==> src/rtl/keypad_scanner.sv <==
// 4x4 matrix keypad scanner with press/release debounce and one-cycle sample strobe.
// Latency: 2 cycles of row synchronisation, then detection at dwell end plus DEBOUNCE_CNT cycles to sample_valid.
// No backpressure: sample_valid is a fire-and-forget strobe, and sample holds until the next accepted press.
module keypad_scanner #(
  parameter int SCAN_DIV     = 50000,
  parameter int DEBOUNCE_CNT = 500000
) (
  input  logic       clk,
  input  logic       reset,
  input  logic [3:0] row,
  output logic [3:0] col,
  output logic [3:0] sample,
  output logic       sample_valid,
  output logic       key_held
);

  localparam int DW = $clog2(SCAN_DIV);
  localparam int BW = $clog2(DEBOUNCE_CNT);
  localparam logic [DW-1:0] DWELL_LAST = DW'(SCAN_DIV - 1);
  localparam logic [BW-1:0] DEB_LAST   = BW'(DEBOUNCE_CNT - 1);

  typedef enum logic [1:0] {
    ST_SCAN     = 2'd0,
    ST_DEBOUNCE = 2'd1,
    ST_PRESSED  = 2'd2
  } state_t;

  // Registered state
  state_t        r_state;
  logic [3:0]    r_sync1;
  logic [3:0]    r_sync2;
  logic [DW-1:0] r_dwell;
  logic [BW-1:0] r_deb;
  logic [1:0]    r_col_idx;
  logic [3:0]    r_col;
  logic [1:0]    r_row_idx;
  logic [3:0]    r_sample;
  logic          r_sample_valid;
  logic          r_key_held;

  // Next-state values
  state_t        w_state_nxt;
  logic [DW-1:0] w_dwell_nxt;
  logic [BW-1:0] w_deb_nxt;
  logic [1:0]    w_col_idx_nxt;
  logic [3:0]    w_col_nxt;
  logic [1:0]    w_row_idx_nxt;
  logic [3:0]    w_sample_nxt;
  logic          w_sample_valid_nxt;
  logic          w_key_held_nxt;

  // Synchronised row view and derived decisions
  logic [3:0]    w_row_s;
  logic          w_any_low;
  logic [1:0]    w_low_idx;
  logic          w_key_up;

  assign w_row_s   = r_sync2;
  assign w_any_low = (w_row_s != 4'hF);
  assign w_key_up  = w_row_s[r_row_idx];

  // Lowest-index low row wins when several rows are down at once
  always_comb begin
    w_low_idx = 2'd0;
    if (!w_row_s[0])      w_low_idx = 2'd0;
    else if (!w_row_s[1]) w_low_idx = 2'd1;
    else if (!w_row_s[2]) w_low_idx = 2'd2;
    else if (!w_row_s[3]) w_low_idx = 2'd3;
  end

  // Scan / debounce / held-key state machine: next-state and output values
  always_comb begin
    w_state_nxt        = r_state;
    w_dwell_nxt        = r_dwell;
    w_deb_nxt          = r_deb;
    w_col_idx_nxt      = r_col_idx;
    w_row_idx_nxt      = r_row_idx;
    w_sample_nxt       = r_sample;
    w_sample_valid_nxt = 1'b0;
    w_key_held_nxt     = r_key_held;

    case (r_state)
      ST_SCAN: begin
        if (r_dwell == DWELL_LAST) begin
          w_dwell_nxt = '0;
          if (!w_any_low) begin
            w_col_idx_nxt = r_col_idx + 2'd1;
          end else begin
            // Column stays frozen while the candidate key is debounced
            w_row_idx_nxt = w_low_idx;
            w_deb_nxt     = '0;
            w_state_nxt   = ST_DEBOUNCE;
          end
        end else begin
          w_dwell_nxt = r_dwell + 1'b1;
        end
      end

      ST_DEBOUNCE: begin
        if (w_key_up) begin
          // Bounce: give up and move on rather than re-checking this column
          w_state_nxt   = ST_SCAN;
          w_dwell_nxt   = '0;
          w_col_idx_nxt = r_col_idx + 2'd1;
        end else if (r_deb == DEB_LAST) begin
          w_state_nxt        = ST_PRESSED;
          w_deb_nxt          = '0;
          w_sample_nxt       = {r_row_idx, r_col_idx};
          w_sample_valid_nxt = 1'b1;
          w_key_held_nxt     = 1'b1;
        end else begin
          w_deb_nxt = r_deb + 1'b1;
        end
      end

      ST_PRESSED: begin
        if (w_key_up) begin
          if (r_deb == DEB_LAST) begin
            w_state_nxt    = ST_SCAN;
            w_key_held_nxt = 1'b0;
            w_dwell_nxt    = '0;
            w_deb_nxt      = '0;
            w_col_idx_nxt  = r_col_idx + 2'd1;
          end else begin
            w_deb_nxt = r_deb + 1'b1;
          end
        end else begin
          // Any low glitch restarts the release qualification
          w_deb_nxt = '0;
        end
      end

      default: begin
        w_state_nxt = ST_SCAN;
      end
    endcase

    w_col_nxt = ~(4'b0001 << w_col_idx_nxt);
  end

  // State register, row synchroniser and registered outputs
  always_ff @(posedge clk) begin
    if (reset) begin
      r_state        <= ST_SCAN;
      r_sync1        <= 4'hF;
      r_sync2        <= 4'hF;
      r_dwell        <= '0;
      r_deb          <= '0;
      r_col_idx      <= 2'd0;
      r_col          <= 4'b1110;
      r_row_idx      <= 2'd0;
      r_sample       <= 4'h0;
      r_sample_valid <= 1'b0;
      r_key_held     <= 1'b0;
    end else begin
      r_state        <= w_state_nxt;
      r_sync1        <= row;
      r_sync2        <= r_sync1;
      r_dwell        <= w_dwell_nxt;
      r_deb          <= w_deb_nxt;
      r_col_idx      <= w_col_idx_nxt;
      r_col          <= w_col_nxt;
      r_row_idx      <= w_row_idx_nxt;
      r_sample       <= w_sample_nxt;
      r_sample_valid <= w_sample_valid_nxt;
      r_key_held     <= w_key_held_nxt;
    end
  end

  assign col          = r_col;
  assign sample       = r_sample;
  assign sample_valid = r_sample_valid;
  assign key_held     = r_key_held;

endmodule
==> config.mk <==
export PLATFORM = sky130hd
export DESIGN_NAME = keypad_scanner
export DESIGN_NICKNAME = d
export VERILOG_FILES = /design/src/rtl/keypad_scanner.sv
export SDC_FILE = /design/constraint.sdc
export NUM_CORES = 1
export LEC_CHECK = 0
export CORE_UTILIZATION = 60
export DETAILED_ROUTE_END_ITERATION = 7
export PLACE_DENSITY_LB_ADDON = 0.05
export RECOVER_POWER = 25
export SETUP_SLACK_MARGIN = 0.15
export SYNTH_ARGS = -nofsm -noshare
export SYNTH_HDL_FRONTEND = slang
export SYNTH_SLANG_ARGS = --single-unit
==> constraint.sdc <==
create_clock -name clk -period 4.22 [get_ports clk]
set_clock_uncertainty 0.15 [all_clocks]
set_input_delay 0.422 -clock clk [delete_from_list [all_inputs] [get_ports clk]]
set_output_delay 0.422 -clock clk [all_outputs]
set_load 0.1 [all_outputs]
==> run metrics <==
net switching power=0.246 mW; detailed-route DRC error count=4; final worst setup slack=1.32 ns; maximum number of pins on one net before global-route repair=24; clock tree root buffer cell=sky130_fd_sc_hd__clkbuf_8; setup repair after global routing missed its margin=false; via count of the first global-routing pass=2105; largest cells by area after synthesis=sky130_fd_sc_hd__dfxtp_1 (42%), sky130_fd_sc_hd__xor2_1 (8.1%), sky130_fd_sc_hd__nor2_1 (6.0%), sky130_fd_sc_hd__a21oi_1 (3.6%), sky130_fd_sc_hd__nand4_1 (3.6%); die span in x=70.5 microns; PD cells=391 mW/mm^2; largest incremental delay on the critical path=0.58 ns; number of setup buffers added after CTS=0; top cells by count, synth=sky130_fd_sc_hd__dfxtp_1 (59), sky130_fd_sc_hd__nor2_1 (45), sky130_fd_sc_hd__nand2_1 (26), sky130_fd_sc_hd__xor2_1 (26), sky130_fd_sc_hd__a21oi_1 (20); gate count after technology mapping=333; outcome=complete, but fails checks; area fraction of the dominant cell type after synthesis=0.419; Diodes inserted=0; part of the total power dissipated in the clock network=0.532; nature of the critical path startpoint=flip-flop; number of register bits inferred by synthesis=59; switch share=0.193; combinational group share of total power=0.022; share of the cycle needed by the critical path after routing=0.687; worst-path maximum fanout=8; total area of multi-input combinational cells=0.00155 sq mm; number of pins with negative max-slew slack in the final report=0; DIE AREA=0.00497 sq mm; total global-route track usage=0.242; hold buffer count at cts=0; endpoint required time on the critical path=4.30 ns; Worst-path clk slew=0.07 ns; actual slew at the worst max-slew pin=0.986 ns; utilization after layout=0.734; Die Y-Extent=70.5 microns; final hold violations=0; area inside the core boundary=0.00444 sq mm; headroom to the max-slew limit=0.340; internal power=1.03 mW; # setup viols final=0; cell with the largest stage delay on the worst path=sky130_fd_sc_hd__nor4_1; class of the most critical hold timing path=flip-flop to flip-flop; Setup TNS Final=0 ns; cell area after placement=0.00300 sq mm; HPWL after DPL=3.73 mm; final global-route overflow total=0; number of antenna violations at the first check in global routing=0; path type of the worst setup path=flip-flop to flip-flop; CTS sink count=59; footprint of the flip-flops and latches=0.00118 sq mm; Peak VDD IR=0.000265 V; failing checks=design-rule violations; achievable clock frequency=345 MHz; overall power of the completed layout=1.28 mW; Netlist Area Pre-Place=0.00282 sq mm; Mapped Nets=345; clock tree buffer depth=2; DRT iter0 DRCs=111; number of cells upsized or downsized after cts=0; Avg WL per Cell=13.7 microns; clock latency of the later-clocked register in the worst-skew pair=0.34 ns; number of filler instances in the final layout=355; post-layout instance area=0.00326 sq mm; Routed Wire Length=5.54 mm; number of placed I/O pins=16; async set-reset flop share out of synthesis=0; data arrival time at the worst-slack endpoint=2.97 ns; share of final-layout standard cells stronger than drive strength 1=0.102; H-Tree Depth=3; number of vias in the routed layout=2344; number of CTS-inserted buffers=9; Placer Congestion=0.803; count of maximum capacitance violations=0; starting density of the core=0.634; post-synthesis to final-layout area growth=15.8%; number of I/O port buffers=15; Synth cell types=46; total number of placement rows=24; dominant cell type by area after synthesis=sky130_fd_sc_hd__dfxtp_1; clock tree from TritonCTS=yes; Seq/Total Area, Yosys=0.419; vias per cell=5.79; top_reg_cell synth=sky130_fd_sc_hd__dfxtp_1; minimum clock period after layout=2.90 ns; Leak=1.16 nW; iteration count of the initial detailed-routing pass=6; total number of yosys warnings=0; top-count cell post-synth=sky130_fd_sc_hd__dfxtp_1; sequential fraction of design power=0.445; first-pass GRT wire length=9.35 mm; kind of end point of the critical path=flip-flop; setup slack after placement=1.35 ns; antenna viol nets, final=0; net total in the final layout=360; critical path cell sequence=or4b_1 > nor4_1 > nand3_1 > a31oi_1 > nand2b_1 > a211o_1; number of flops mapped to enable cells by yosys=0; syn_area_per_cell=8.46 sq um
[layout by cell type (no fill, tap or decap), drive strengths merged, types with 5 or more instances in the layout]
master          n
nand4          16
dfxtp          59
clkdlybuf4s50  10
or3             5
inv             9
ha              6
nand2          27
xor2           26
o21ai          11
dlygate4sd3     5
nor2           45
clkbuf         10
or2            10
nor3            5
a21oi          20
nand3          18
and3           12
[metrics by stage]
| step | hold slack [ns] | instances |
|---|---|---|
| 5_1_grt | 0.273 | 405 |
| 6_report | 0.259 | 405 |
| 3_5_place_dp | 0.243 | 389 |
| 4_1_cts | 0.261 | 405 |
| 3_3_place_gp | 0.241 | 389 |
| 2_1_floorplan | 0.239 | 333 |
[sequential cells by signal, indices dropped and copies added, names as in the netlist]
name          count
r_deb            19
r_dwell          16
col               4
r_sync1           4
r_sync2           4
sample            4
r_col_idx         2
r_row_idx         2
r_state           2
key_held          1
sample_valid      1
[routing by layer]
metal / global-route usage / wire, microns / vias up
li1: - / - / 1201
met1: 0.311 / 2660 / 1099
met2: 0.378 / 2570 / 36
met3: 0.0812 / 224 / 8
met4: 0.102 / 79 / 0
met5: 0 / 0 / -
[worst paths after layout]
path                            slack [ns]  cells after the start        start          to
worst max-delay path                  1.32                      6  r_dwell[11]      col[1]
worst max register to register        1.32                      6  r_dwell[11]      col[1]
worst min register to register        0.26                      1   r_sync1[1]  r_sync2[1]
worst min-delay path                  0.26                      1   r_sync1[1]  r_sync2[1]
[final cells by class]
| type | count | area share |
|---|---|---|
| Sequential cell | 59 | 0.362 |
| Inverter | 9 | 0.0104 |
| Clock buffer | 10 | 0.0391 |
| Tap cell | 52 | 0.0199 |
| Multi-Input combinational cell | 252 | 0.476 |
| Timing Repair Buffer | 17 | 0.0506 |
| Clock inverter | 6 | 0.0422 |
[power by group through the flow]
stage / registers [mW] / clock network (mW) / logic (mW)
after floorplan: 0.579 / 0 / 0.0193
after global placement: 0.580 / 0 / 0.0279
after detailed placement: 0.580 / 0 / 0.0284
after CTS: 0.568 / 0.692 / 0.0286
after global routing: 0.568 / 0.713 / 0.0318
final: 0.568 / 0.679 / 0.0282
[logic make-up after synthesis]
family / count (synthesis) / synth area share
adders and majority gates: 6 / 0.0266
buffers and inverters: 22 / 0.0302
xor gates and xnor gates: 28 / 0.0870
AOI/OAI and AO/OA: 48 / 0.107
DFF: 59 / 0.419
muxes: 1 / 0.00799
and+or+nand+nor: 169 / 0.322
[critical path: cells and delay by family, from the launching register on]
kind / cells / cell delay, ns
AND/OR/NAND/NOR: 4 / 1.46
flip-flops: 1 / 0.34
AO/OA/AOI/OAI: 2 / 0.84
(Power assumes the default switching activity.)
